==> src/rtl/mux4_rr_arbiter.sv <==
// Round-robin arbiter driving the select lines of a shared 4:1 mux.
// Each grant is capped at HOLD_MAX accepted beats; release and rearbitration share one edge.
module mux4_rr_arbiter #(
  parameter int HOLD_MAX = 4
) (
  input  logic       clk,
  input  logic       rst_n,
  input  logic [3:0] req,
  input  logic       ready,
  output logic [3:0] gnt,
  output logic       s1,
  output logic       s0,
  output logic       valid,
  output logic [3:0] beats
);

  typedef enum logic {IDLE, GRANT} state_t;

  localparam logic [3:0] LAST_BEAT = 4'(HOLD_MAX - 1);

  state_t     state_q, state_d;
  logic [1:0] owner_q, owner_d;
  logic [1:0] ptr_q, ptr_d;
  logic [3:0] beats_q, beats_d;
  logic [3:0] gnt_q, gnt_d;
  logic [1:0] sel_q, sel_d;
  logic [2:0] pick;
  logic       rel;

  // Returns {found, index}; scanning backwards leaves the lowest offset from p as the winner.
  function automatic logic [2:0] rr_pick(input logic [3:0] r, input logic [1:0] p);
    logic [2:0] res;
    logic [1:0] k;
    res = '0;
    for (int i = 3; i >= 0; i--) begin
      k = p + 2'(i);
      if (r[k]) res = {1'b1, k};
    end
    return res;
  endfunction

  always_comb begin
    state_d = state_q;
    owner_d = owner_q;
    ptr_d   = ptr_q;
    beats_d = beats_q;
    gnt_d   = gnt_q;
    sel_d   = sel_q;
    pick    = '0;
    rel     = 1'b0;
    case (state_q)
      IDLE: begin
        beats_d = '0;
        gnt_d   = '0;
        pick    = rr_pick(req, ptr_q);
        if (pick[2]) begin
          state_d = GRANT;
          owner_d = pick[1:0];
          gnt_d   = 4'b0001 << pick[1:0];
          sel_d   = pick[1:0];
        end
      end
      GRANT: begin
        // An owner drop outranks ready, so a dropping owner never gets a beat counted.
        rel = !req[owner_q] || (ready && (beats_q == LAST_BEAT));
        if (rel) begin
          ptr_d   = owner_q + 2'd1;
          pick    = rr_pick(req, owner_q + 2'd1);
          beats_d = '0;
          if (pick[2]) begin
            owner_d = pick[1:0];
            gnt_d   = 4'b0001 << pick[1:0];
            sel_d   = pick[1:0];
          end else begin
            state_d = IDLE;
            gnt_d   = '0;
          end
        end else if (ready) begin
          beats_d = beats_q + 4'd1;
        end
      end
      default: begin
        state_d = IDLE;
        gnt_d   = '0;
        beats_d = '0;
      end
    endcase
  end

  always_ff @(posedge clk or negedge rst_n) begin
    if (!rst_n) begin
      state_q <= IDLE;
      owner_q <= '0;
      ptr_q   <= '0;
      beats_q <= '0;
      gnt_q   <= '0;
      sel_q   <= '0;
    end else begin
      state_q <= state_d;
      owner_q <= owner_d;
      ptr_q   <= ptr_d;
      beats_q <= beats_d;
      gnt_q   <= gnt_d;
      sel_q   <= sel_d;
    end
  end

  assign gnt   = gnt_q;
  assign s1    = sel_q[1];
  assign s0    = sel_q[0];
  assign valid = |gnt_q;
  assign beats = beats_q;

endmodule

==> config.mk <==
export PLATFORM = sky130hd
export DESIGN_NAME = mux4_rr_arbiter
export DESIGN_NICKNAME = d
export VERILOG_FILES = /design/src/rtl/mux4_rr_arbiter.sv
export SDC_FILE = /design/constraint.sdc
export NUM_CORES = 1
export LEC_CHECK = 0
export ABC_CLOCK_PERIOD_IN_PS = 3800
export CORE_UTILIZATION = 30
export DETAILED_ROUTE_END_ITERATION = 10
export HOLD_SLACK_MARGIN = 0.08
export SYNTH_ARGS = -nofsm -noshare
export SYNTH_HDL_FRONTEND = slang
export SYNTH_SLANG_ARGS = --single-unit
==> constraint.sdc <==
create_clock -name clk -period 3.8 [get_ports clk]
set_input_delay 0.38 -clock clk [delete_from_list [all_inputs] [get_ports clk]]
set_output_delay 0.38 -clock clk [all_outputs]
set_load 0.02 [all_outputs]
==> results.ini, run 1 <==
[placed_design]
place_congestion = 0.845
port_buffers = 17
dp.cells = 131
dp_slack_ps = 1410
dp_hpwl_um = 1360

[cells_and_area]
n_antenna_cell = 0
utilization = 0.386
area_growth_pct = 23.1
instances_no_fill = 135
drive_gt1_frac = 0.106
layout_common_cells = 17 x clkdlybuf4s50_1, 13 x dfrtp_1, 8 x nor2_1, 5 x inv_1
final_common_cell = clkdlybuf4s50_1
final_nets = 113

[timing]
setup_viol = 0
maxSlewViolCount = 0
max-slew-margin-rel = 0.623
hold_viol_final = 0
finalCritPeriodShare = 0.555
period_needed_ps = 2110
worst_hold_slack_ps = 466
setup-tns-final_ps = 0
fmax_ghz = 0.474
finClkSkew_ps = 8.81
tightest_slew_ps = 564
grt_setup_unrepaired = no
setup_ws_ps = 1690

[pwr]
powerDensity_nw_per_um2 = 741
p_leak_nw = 0.445
ir_worst_vdd_uv = 343

[global_route]
grt_max_degree = 14
grt_pass1_wl_um = 3120
grt-ovfl-total = 0
grtUsageTotal = 0.129
grt_antenna_before_repair = 0
grt_pass1_vias = 694

[clocking]
cts_tree = done
htreeDepth = 1
clk_latency_ps = 270
cts-root-buf = clkbuf_4
clk_pin_slew_ps = 80
cts_resized = 0
clock-sinks = 13
cts_made_buffers = 3
cts_setup_buffers = 0
cts.path.max_buffers = 2
hold_buffers = 0

[setup_path]
startpoint_type = flip-flop
timing.rr.end = sel_q[0]$_DFFE_PN0P_
critical_path_class = flip-flop to output port
critPathMaxFanout = 3
end_kind = output port
r2r-start = sel_q[0]$_DFFE_PN0P_
rr_worst_depth = 5
crit_path_start = gnt[1]$_DFFE_PN0P_
reg2reg_slack_ps = 1840
required_ps = 3420
cp.arrival_ps = 1730
worst_setup_path_endpoint = valid

[route]
first_pass_iters = 4
drtIter0Drc = 14
routed_wl_um = 1740
antenna_left = 0
vias = 707
post_drt_wl_per_cell_um = 12.9
drc = 0
post_drt_via_cell_ratio = 5.24

[synthesis]
yosysWarnings = 0
synth_nets = 96
synth_area_um2 = 857
synth_area_leaders = dfrtp_1 38%, mux2i_1 3.5%, mux2_4 3.5%
synthCells = 88
syn_avg_cell_area_um2 = 9.74
ys_seq_area_frac = 0.380
synth_top_area_frac = 0.380
synth_top_area_cell = dfrtp_1
yosysUniqueCellTypes = 39
yosys_register_bits = 13

[die]
io_pins = 18
core-area_um2 = 2730
start_util = 0.314
num_rows = 19
die_h_um = 55.5
dieArea_um2 = 3070
die-width_um = 55.5

[run_status]
status = finished clean

[worst_hold_path]
hp-class = input port to async pin

[flow_run]
maxCapViolations = 0

==> critical path: stages, from the launching register on <==
cell,delay [ps]
dfrtp_1,390
or4_1,520
clkdlybuf4s50_1,550
==> worst min-delay path by stage <==
stage	start	endpoint	slack, ps	cells past startpoint
2_1_floorplan	rst_n	beats[0]$_DFFE_PN0P_	80	0
3_3_place_gp	gnt[1]$_DFFE_PN0P_	gnt[1]$_DFFE_PN0P_	550	2
6_report	rst_n	sel_q[0]$_DFFE_PN0P_	470	1
4_1_cts	rst_n	sel_q[0]$_DFFE_PN0P_	480	1
3_5_place_dp	gnt[3]$_DFFE_PN0P_	gnt[3]$_DFFE_PN0P_	540	1
5_1_grt	rst_n	sel_q[1]$_DFFE_PN0P_	520	1
==> flip-flops by register name, indices dropped and copies added, names as in the netlist <==
signal / cells
beats: 4
gnt: 4
ptr_q: 2
sel_q: 2
state_q: 1
==> metal layers <==
metal | share of wire | GRT usage | vias to the layer above
met2 | 0.52 | 0.213 | 7
met1 | 0.45 | 0.160 | 347
met5 | 0 | 0 | -
met3 | 0.025 | 0.0422 | 2
li1 | - | - | 351
met4 | 0.0052 | 0.0393 | 0
==> synth_stat cells, drive strengths merged <==
library cell	count
mux4	1
dfrtp	13
mux2	3
nand4	2
or4	2
nor2	8
and4	1
or2	1
xnor2	2
nor3b	1
o211ai	2
nand2	4
a21o	1
or3	2
inv	5
buf	5
and3b	1
nand4b	1
o21ai	4
xor2	2
a21oi	4
a32oi	1
nand2b	2
nand3b	1
mux2i	3
o32a	2
o22ai	2
a31oi	1
nand3	3
ha	1
o31ai	1
nor2b	2
o22a	2
and2	2
==> kinds of logic after synthesis <==
| logic type | Yosys count | synth area share |
|---|---|---|
| adder cells (fa/ha/maj) | 1 | 0.0146 |
| multiplexers | 7 | 0.109 |
| XOR/XNOR | 4 | 0.0409 |
| buffers and inverters | 10 | 0.0657 |
| AO/OA/AOI/OAI | 20 | 0.164 |
| AND/OR/NAND/NOR | 33 | 0.226 |
| flip-flops | 13 | 0.380 |
==> power by group <==
| group | switching (mW) | internal (mW) |
|---|---|---|
| Clock | 0.0409 | 0.0406 |
| Combinational | 0.205 | 0.231 |
| Sequential | 0.0725 | 0.191 |
==> area by class of cell <==
type / count / area (um2)
clock buffers: 4 / 26.3
fillers: 269 / 1680
inverters: 5 / 18.8
multi-input cells: 65 / 475
flip-flops and latches: 13 / 325
well taps: 31 / 38.8
repair buffers: 17 / 170
==> metrics by stage <==
| stage | area (um2) | total power [mW] |
|---|---|---|
| final | 1050 | 0.782 |
| after global placement | 1030 | 0.696 |
| after CTS | 1050 | 0.790 |
| after floorplan | 857 | 0.578 |
| after global routing | 1050 | 0.846 |
| after detailed placement | 1030 | 0.705 |
No activity file was read; power rests on OpenSTA's default activity.
==> run 2: changes to the inputs <==
Settings changed: ABC_CLOCK_PERIOD_IN_PS 3800 to 1700.
Clock period 3.8 ns to 1.7 ns, I/O delays scaled along.
==> results.ini, run 2 (synthesized netlist as in run 1, its figures left out) <==
[global_route]
grt_pass1_vias = 726  ; was 694
grtUsageTotal = 0.136  ; was 0.129
grt-ovfl-total = 0  ; unchanged
grt_max_degree = 14  ; unchanged
grt_antenna_before_repair = 0  ; unchanged
grt_pass1_wl_um = 3280  ; was 3120 um

[cells_and_area]
final_nets = 132  ; was 113
final_common_cell = buf_4  ; was clkdlybuf4s50_1
multi_input_area_um2 = 493  ; was 475 um2
seq_area_um2 = 328  ; was 325 um2
fillers = 258  ; was 269
area_growth_pct = 41.6  ; was 23.1%
layout_common_cells = 19 x buf_4, 16 x clkdlybuf4s50_1, 11 x dfrtp_1, 8 x nor2_1, 5 x inv_1  ; was 17 x clkdlybuf4s50_1, 13 x dfrtp_1, 8 x nor2_1, 5 x inv_1
drive_gt1_frac = 0.293  ; was 0.106
n_antenna_cell = 0  ; unchanged

[die]
num_rows = 19  ; unchanged
start_util = 0.314  ; unchanged
die-width_um = 55.5  ; unchanged
dieArea_um2 = 3070  ; unchanged
die_h_um = 55.5  ; unchanged
core-area_um2 = 2730  ; unchanged
io_pins = 18  ; unchanged

[clocking]
clock-sinks = 13  ; unchanged
clk_pin_slew_ps = 80  ; about the same
cts_setup_buffers = 0  ; unchanged
cts-root-buf = clkbuf_4  ; unchanged
cts_tree = done  ; unchanged
htreeDepth = 1  ; unchanged
cts_made_buffers = 3  ; unchanged
cts.path.max_buffers = 2  ; unchanged
clk_latency_ps = 280  ; was 270 ps

[timing]
grt_setup_unrepaired = yes  ; was no
setup_ws_ps = -15.9  ; was 1690 ps
setup_viol = 2  ; was 0
hold_viol_final = 0  ; unchanged
fmax_ghz = 0.583
finalCritPeriodShare = 1.01
finClkSkew_ps = 8.07  ; was 8.81 ps
maxSlewViolCount = 0  ; unchanged
tightest_slew_ps = 605  ; was 564 ps
period_needed_ps = 1720
worst_hold_slack_ps = 264  ; was 466 ps
max-slew-margin-rel = 0.596  ; was 0.623

[placed_design]
port_buffers = 17  ; unchanged
place_congestion = 0.817  ; was 0.845
dp_hpwl_um = 1550  ; was 1360 um

[pwr]
power_mw = 1.96  ; was 0.782 mW
powerDensity_nw_per_um2 = 1610  ; was 741 nW/um2
ir_worst_vdd_uv = 986  ; was 343 uV
p_leak_nw = 0.539  ; was 0.445 nW

[setup_path]
required_ps = 1860  ; was 3420 ps
path_buf_inv = 0  ; was 1
end_kind = flip-flop  ; was output port
max_stage_delay_ps = 540  ; was 550 ps
path_depth = 5  ; was 2
timing.rr.end = sel_q[0]$_DFFE_PN0P_  ; unchanged
r2r-start = sel_q[0]$_DFFE_PN0P_  ; unchanged
crit_path_start = sel_q[0]$_DFFE_PN0P_  ; was gnt[1]$_DFFE_PN0P_
worst_setup_path_endpoint = sel_q[0]$_DFFE_PN0P_  ; was valid
reg2reg_slack_ps = -20  ; was 1840 ps
critPathMaxFanout = 3  ; unchanged
startpoint_type = flip-flop  ; unchanged
cp.arrival_ps = 1880  ; was 1730 ps
crit_path_top_delay_cell = mux4_2  ; was clkdlybuf4s50_1
critical_path_class = flip-flop to flip-flop  ; was flip-flop to output port
rr_worst_depth = 5  ; unchanged
crit_chain = mux4_2, o31ai_4, or2_4, and2_4, mux2_4  ; was or4_1, clkdlybuf4s50_1
critPathTopFamily = multiplexers  ; was buffers and inverters

[route]
drtIter0Drc = 13  ; was 14
routed_wl_um = 1930  ; was 1740 um
post_drt_via_cell_ratio = 5.15  ; was 5.24
antenna_left = 0  ; unchanged
drc = 0  ; unchanged
post_drt_wl_per_cell_um = 12.6  ; was 12.9 um
first_pass_iters = 4  ; unchanged
vias = 793  ; was 707

[worst_hold_path]
hp-class = input port to async pin  ; unchanged

[flow_run]
maxCapViolations = 0  ; unchanged

[run_status]
violations = negative setup slack
status = finished, violations left  ; was finished clean

## run 2: changes by cell type in the layout (fill, tap and decap cells not counted), sizes merged
cell           delta
clkinv            +1
buf              +19
clkdlybuf4s50     -1
## run 2: cell type report
type / count / share of cell area
multi-input cells: 65 / 0.406
clock buffers: 3 / 0.0186
well taps: 31 / 0.0320
inverters: 5 / 0.0155
repair buffers: 36 / 0.254
flip-flops and latches: 13 / 0.270
clock inverters: 1 / 0.00412
## run 2: worst min-delay path by stage
stage | startpoint | to | slack [ps]
6_report | rst_n | gnt[0]$_DFFE_PN0P_ | 260
5_1_grt | rst_n | gnt[0]$_DFFE_PN0P_ | 300
4_1_cts | rst_n | gnt[1]$_DFFE_PN0P_ | 270
3_5_place_dp | gnt[3]$_DFFE_PN0P_ | gnt[3]$_DFFE_PN0P_ | 540
3_3_place_gp | gnt[1]$_DFFE_PN0P_ | gnt[1]$_DFFE_PN0P_ | 540
2_1_floorplan | rst_n | beats[0]$_DFFE_PN0P_ | -130
## run 2: stage by stage
step                worst slack, ps  utilization  setup TNS (ps)  instances  cell area [um2]
finish                        -15.9        0.444           -31.7        154             1210
floorplan                      -129            -            -257         88              863
detailed placement             -292        0.431           -1180        150             1180
global route                  -72.2        0.444            -185        154             1210
global placement               -269        0.431            -991        150             1180
CTS                           -13.0        0.441           -25.6        154             1210
## run 2: power breakdown
part / internal, mW / switching, mW
Combinational: 0.670 / 0.538
Sequential: 0.433 / 0.127
Clock: 0.0873 / 0.104
## run 2: what timing repair did
item                                    4_1_cts  5_1_grt
endpoints found under the setup margin        5        6
pin swaps                                     2        4
gates resized for setup                       3        3
hold buffers                                  0        0
## run 2: routing by layer
layer,track usage,vias up,wire (um)
met5,0,-,0
met4,0.0429,0,10
met3,0.0422,2,97
met2,0.232,16,957
met1,0.163,378,868
li1,-,397,-
